$ cat src/rtl/core_region_reader.sv
// Core-side reader for the pixel-region token readout: walks the token chain per trigger and queues words to the core.
// Optional CORE_READER_HITCNT_EN: the end-of-event word carries the saturated per-event hit count.
module core_region_reader #(
   parameter int DATA_BITS  = 24,
   parameter int SETTLE_CYC = 2,
   parameter int FIFO_DEPTH = 4,
   parameter int CNT_BITS   = 8
) (
   input  logic                 Clk,
   input  logic                 Reset,
   input  logic                 ReqValid,
   input  logic [4:0]           ReqId,
   output logic                 ReqReady,
   output logic                 TokIn,
   output logic [4:0]           TrigIdReq,
   input  logic                 TokChain,
   output logic                 Read,
   input  logic [DATA_BITS-1:0] RegData,
   output logic                 OutValid,
   input  logic                 OutReady,
   output logic [DATA_BITS-1:0] OutData,
   output logic [4:0]           OutTag,
   output logic                 OutEoe
);

   localparam int PTR_BITS = (FIFO_DEPTH > 1) ? $clog2(FIFO_DEPTH) : 1;
   localparam logic [3:0] SETTLE_LOAD = 4'(SETTLE_CYC);
   localparam logic [PTR_BITS:0] ROOM_LIMIT = (PTR_BITS+1)'(FIFO_DEPTH - 2);

   typedef enum logic [2:0] {IDLE, SETTLE, CHECK, READ, CAPTURE, EOE} state_t;

   state_t state, state_nxt;
   logic [3:0] settle_cnt, settle_nxt;
   logic [4:0] trig_id, trig_nxt;
   logic push, push_eoe, pop;
   logic [DATA_BITS-1:0] push_data, eoe_payload;

   logic [PTR_BITS-1:0] wr_ptr, rd_ptr;
   logic [PTR_BITS:0]   count;
   logic [DATA_BITS-1:0] data_mem [FIFO_DEPTH];
   logic [4:0]           tag_mem  [FIFO_DEPTH];
   logic                 eoe_mem  [FIFO_DEPTH];

   always_ff @(posedge Clk or negedge Reset) begin
      if (!Reset) begin
         state      <= IDLE;
         settle_cnt <= '0;
         trig_id    <= '0;
      end else begin
         state      <= state_nxt;
         settle_cnt <= settle_nxt;
         trig_id    <= trig_nxt;
      end
   end

   // Reads are only issued with room for both the data word and the closing EOE word.
   always_comb begin
      state_nxt  = state;
      settle_nxt = settle_cnt;
      trig_nxt   = trig_id;
      push       = 1'b0;
      push_eoe   = 1'b0;
      push_data  = '0;
      ReqReady   = 1'b0;
      Read       = 1'b0;
      unique case (state)
         IDLE: begin
            ReqReady = ReqValid;
            if (ReqValid) begin
               trig_nxt   = ReqId;
               settle_nxt = SETTLE_LOAD;
               state_nxt  = SETTLE;
            end
         end
         SETTLE: begin
            settle_nxt = settle_cnt - 4'd1;
            if (settle_cnt == 4'd1) state_nxt = CHECK;
         end
         CHECK: begin
            if (!TokChain)               state_nxt = EOE;
            else if (count <= ROOM_LIMIT) state_nxt = READ;
         end
         READ: begin
            Read      = 1'b1;
            state_nxt = CAPTURE;
         end
         CAPTURE: begin
            push       = 1'b1;
            push_data  = RegData;
            settle_nxt = SETTLE_LOAD;
            state_nxt  = SETTLE;
         end
         EOE: begin
            push      = 1'b1;
            push_eoe  = 1'b1;
            push_data = eoe_payload;
            state_nxt = IDLE;
         end
         default: state_nxt = IDLE;
      endcase
   end

   assign TokIn     = (state == SETTLE) || (state == CHECK) || (state == READ) || (state == CAPTURE);
   assign TrigIdReq = trig_id;

`ifdef CORE_READER_HITCNT_EN
   logic [CNT_BITS-1:0] hit_cnt;

   always_ff @(posedge Clk or negedge Reset) begin
      if (!Reset)
         hit_cnt <= '0;
      else if (state == IDLE && ReqValid)
         hit_cnt <= '0;
      else if (state == CAPTURE && hit_cnt != '1)
         hit_cnt <= hit_cnt + CNT_BITS'(1);
   end

   assign eoe_payload = DATA_BITS'(hit_cnt);
`else
   assign eoe_payload = '0;
`endif

   assign OutValid = (count != '0);
   assign pop      = OutValid && OutReady;

   always_ff @(posedge Clk or negedge Reset) begin
      if (!Reset) begin
         wr_ptr <= '0;
         rd_ptr <= '0;
         count  <= '0;
      end else begin
         if (push) wr_ptr <= wr_ptr + PTR_BITS'(1);
         if (pop)  rd_ptr <= rd_ptr + PTR_BITS'(1);
         case ({push, pop})
            2'b10:   count <= count + (PTR_BITS+1)'(1);
            2'b01:   count <= count - (PTR_BITS+1)'(1);
            default: count <= count;
         endcase
      end
   end

   always_ff @(posedge Clk) begin
      if (push) begin
         data_mem[wr_ptr] <= push_data;
         tag_mem[wr_ptr]  <= trig_id;
         eoe_mem[wr_ptr]  <= push_eoe;
      end
   end

   // Head fields are forced to zero when empty so reset leaves the outputs clean.
   assign OutData = OutValid ? data_mem[rd_ptr] : '0;
   assign OutTag  = OutValid ? tag_mem[rd_ptr]  : '0;
   assign OutEoe  = OutValid ? eoe_mem[rd_ptr]  : 1'b0;

endmodule
$ cat config.mk
export PLATFORM = sky130hd
export DESIGN_NAME = core_region_reader
export DESIGN_NICKNAME = d
export VERILOG_FILES = /design/src/rtl/core_region_reader.sv
export SDC_FILE = /design/constraint.sdc
export NUM_CORES = 1
export LEC_CHECK = 0
export BUFFER_PORTS_ARGS = -buffer_cell sky130_fd_sc_hd__buf_2
export CORE_MARGIN = 4
export CORE_UTILIZATION = 40
export DETAILED_ROUTE_END_ITERATION = 6
export GPL_ROUTABILITY_DRIVEN = 0
export SLEW_MARGIN = 20
export SYNTH_ARGS = -nofsm -noshare
export SYNTH_HDL_FRONTEND = slang
export SYNTH_SLANG_ARGS = --single-unit
$ cat constraint.sdc
create_clock -name Clk -period 2.18 [get_ports Clk]
set_input_delay 0.654 -clock Clk [delete_from_list [all_inputs] [get_ports Clk]]
set_output_delay 0.654 -clock Clk [all_outputs]
set_load 0.01 [all_outputs]
==> run summary <==
Tcrit/Tclk final - 1.14
crit path DAT - 1.84 ns
library cells used by synthesis - 37
commonest non-fill, non-tap cell in the layout - edfxtp_1
starting density of the core - 0.413
# IOs - 73
WHS - 0.182 ns
post-detail-place hpwl - 7320 um
# clock sinks - 139
Reg clk slew, reported paths - 0.06 ns
die height - 128 um
RSZ-0062 raised after global routing - true
Core ar. - 0.0140 mm2
DR vias/cell - 5.12
Crit Path Category - reg -> out
layout cell share with drive strength beyond 1 - 0.424
most common flop cell mapped by yosys - edfxtp_1
Max Freq - 402 MHz
CP Buf/Inv Count - 2
Reg2Reg Setup Slack - 0.19 ns
Starting DRT DRC Count - 143
Worst EP required - 1.53 ns
clock skew - 0.00870 ns
PwrDens - 1450 mW/mm2
pre-CTS setup slack - 0.0435 ns
Pins Over Slew Limit - 0
syn nets - 363
clock tree buffer depth - 2
sequential share of the synthesized area - 0.703
port buffer count - 72
Initial DRT Pass Iterations - 4
final number of hold-violating endpoints - 0
antenna diode count - 0
Worst-Margin Slew - 0.455 ns
cell area after synthesis - 0.00580 mm2
first-pass GRT wire length - 18400 um
crit end category - primary output
Post-synth EDFFs - 120
Worst Setup Start Kind - flip-flop
Mapped Cells - 321
CP max stage cell - mux4_2
GRT overflow - 0
CTS tree - done
chip width - 128 um
initial antenna violation count - 0
worst hold path class - in -> async
commonest non-fill, non-tap cells in the layout - edfxtp_1 (120), buf_2 (64), mux4_2 (30)
leakage power - 2.74 nW
Clock Latency Late Sink - 0.42 ns
Max Cap Violations - 0
#FFs+latches synth - 139
Synth Area per Inst - 18.1 um2
Final setup viols - 31
largest net degree at the start of global routing - 31
VDD IR-drop max - 0.000690 V
run status - complete, but fails checks
CP Max Fanout - 8
Final Critical Period - 2.49 ns
worst relative slew slack - 0.696
vias in the first global route - 3384
Async S/R FF share, synth - 0.137
Avg WL per Cell - 19.0 um
Setup WS post-layout - -0.310 ns
Syn. warnings - 0
via count - 3119
post-layout net count - 458
Crit path max-delay family - multiplexers
ANT nets after route - 0
Die Area - 0.0165 mm2
clk root buf - clkbuf_16
Tot GR Track Use - 0.151
total CTS buffers - 17
CP peak stage delay - 0.53 ns
depth of the CTS H-tree - 4
P&R area growth vs syn - 24.0%
Cell Rows - 43
failing checks - negative setup slack
crit path cell chain - buf_6, mux4_2, and2_4, buf_2
# DRC - 0
Post-Route WL - 11600 um
per-layer routing:
| metal | vias to the layer above | global-route usage | part of all wire |
|---|---|---|---|
| met1 | 1605 | 0.194 | 0.43 |
| met2 | 68 | 0.246 | 0.51 |
| met3 | 20 | 0.0378 | 0.048 |
| li1 | 1426 | - | - |
| met5 | - | 0 | 0 |
| met4 | 0 | 0.0630 | 0.020 |
state kept, by name, summed over array words and instances (netlist names):
register / cells
TrigIdReq: 5
count: 3
data_mem: 96
eoe_mem: 4
rd_ptr: 2
settle_cnt: 4
state: 3
tag_mem: 20
wr_ptr: 2
synth_stat cells (3+ instances only):
master / instances / area, um2
nand2_1: 4 / 15.0
mux2_2: 5 / 56.3
inv_1: 11 / 41.3
edfxtp_1: 120 / 3600
xor2_1: 3 / 26.3
buf_2: 4 / 20.0
buf_12: 3 / 60.1
o21ai_0: 5 / 25.0
mux4_2: 28 / 631
nand2b_1: 3 / 18.8
clkbuf_1: 9 / 33.8
a21oi_1: 5 / 25.0
ha_1: 7 / 87.6
and2_1: 35 / 219
xnor2_1: 4 / 35.0
dfrtp_1: 19 / 475
and3_1: 26 / 163
nor2_1: 6 / 22.5
worst paths after layout:
kind / startpoint / end / cells after the start
min in group Clk: TokChain / state[2] / 2
min: Reset / TrigIdReq[4] / 1
min reg2reg: count[1] / count[1] / 2
max in group asynchronous: Reset / rd_ptr[1] / 1
max: rd_ptr[0] / OutData[8] / 4
max reg2reg: count[0] / count[2] / 8
cells by family after synthesis:
group                    count (synthesis)  share of synthesized area
AND/OR/NAND/NOR                         83                     0.0852
multiplexers                            35                      0.128
buffers and inverters                   31                     0.0332
XOR/XNOR                                 7                     0.0106
adder cells (fa/ha/maj)                  8                     0.0186
AO/OA/AOI/OAI                           18                     0.0214
flip-flops                             139                      0.703
power breakdown:
group / internal, W / switching, W
Sequential: 0.00345 / 0.000266
Clock: 0.00178 / 0.000993
Combinational: 0.00208 / 0.00186
Total: 0.00731 / 0.00312
final cells by class:
cell class,count,area (um2)
multi-input cells,151,1590
flip-flops and latches,139,4080
well taps,180,225
inverters,11,41.3
clock buffers,22,444
repair buffers,96,686
fillers,1173,6850
clock inverters,10,125
metrics by stage:
| stage | util | power [W] | std cells | cell area (um2) | setup TNS [ns] |
|---|---|---|---|---|---|
| after floorplan | - | 0.00610 | 321 | 5800 | 0 |
| after global placement | 0.461 | 0.00727 | 572 | 6470 | 0 |
| after detailed placement | 0.461 | 0.00734 | 572 | 6470 | 0 |
| after CTS | 0.513 | 0.0106 | 609 | 7200 | -10.30 |
| after global routing | 0.512 | 0.0110 | 609 | 7190 | -11.03 |
| final | 0.512 | 0.0104 | 609 | 7190 | -8.56 |
what timing repair did:
| action | 4_1_cts | 5_1_grt |
|---|---|---|
| pin swaps | 2 | 1 |
| setup endpoints to repair | 33 | 33 |
| hold endpoints to repair | 0 | 0 |
| hold buffers | 0 | 0 |
| cloned | 1 | 0 |
| buffers inserted | 4 | 2 |
| resized for setup | 29 | 5 |
Power figures use the tool's default switching activity.
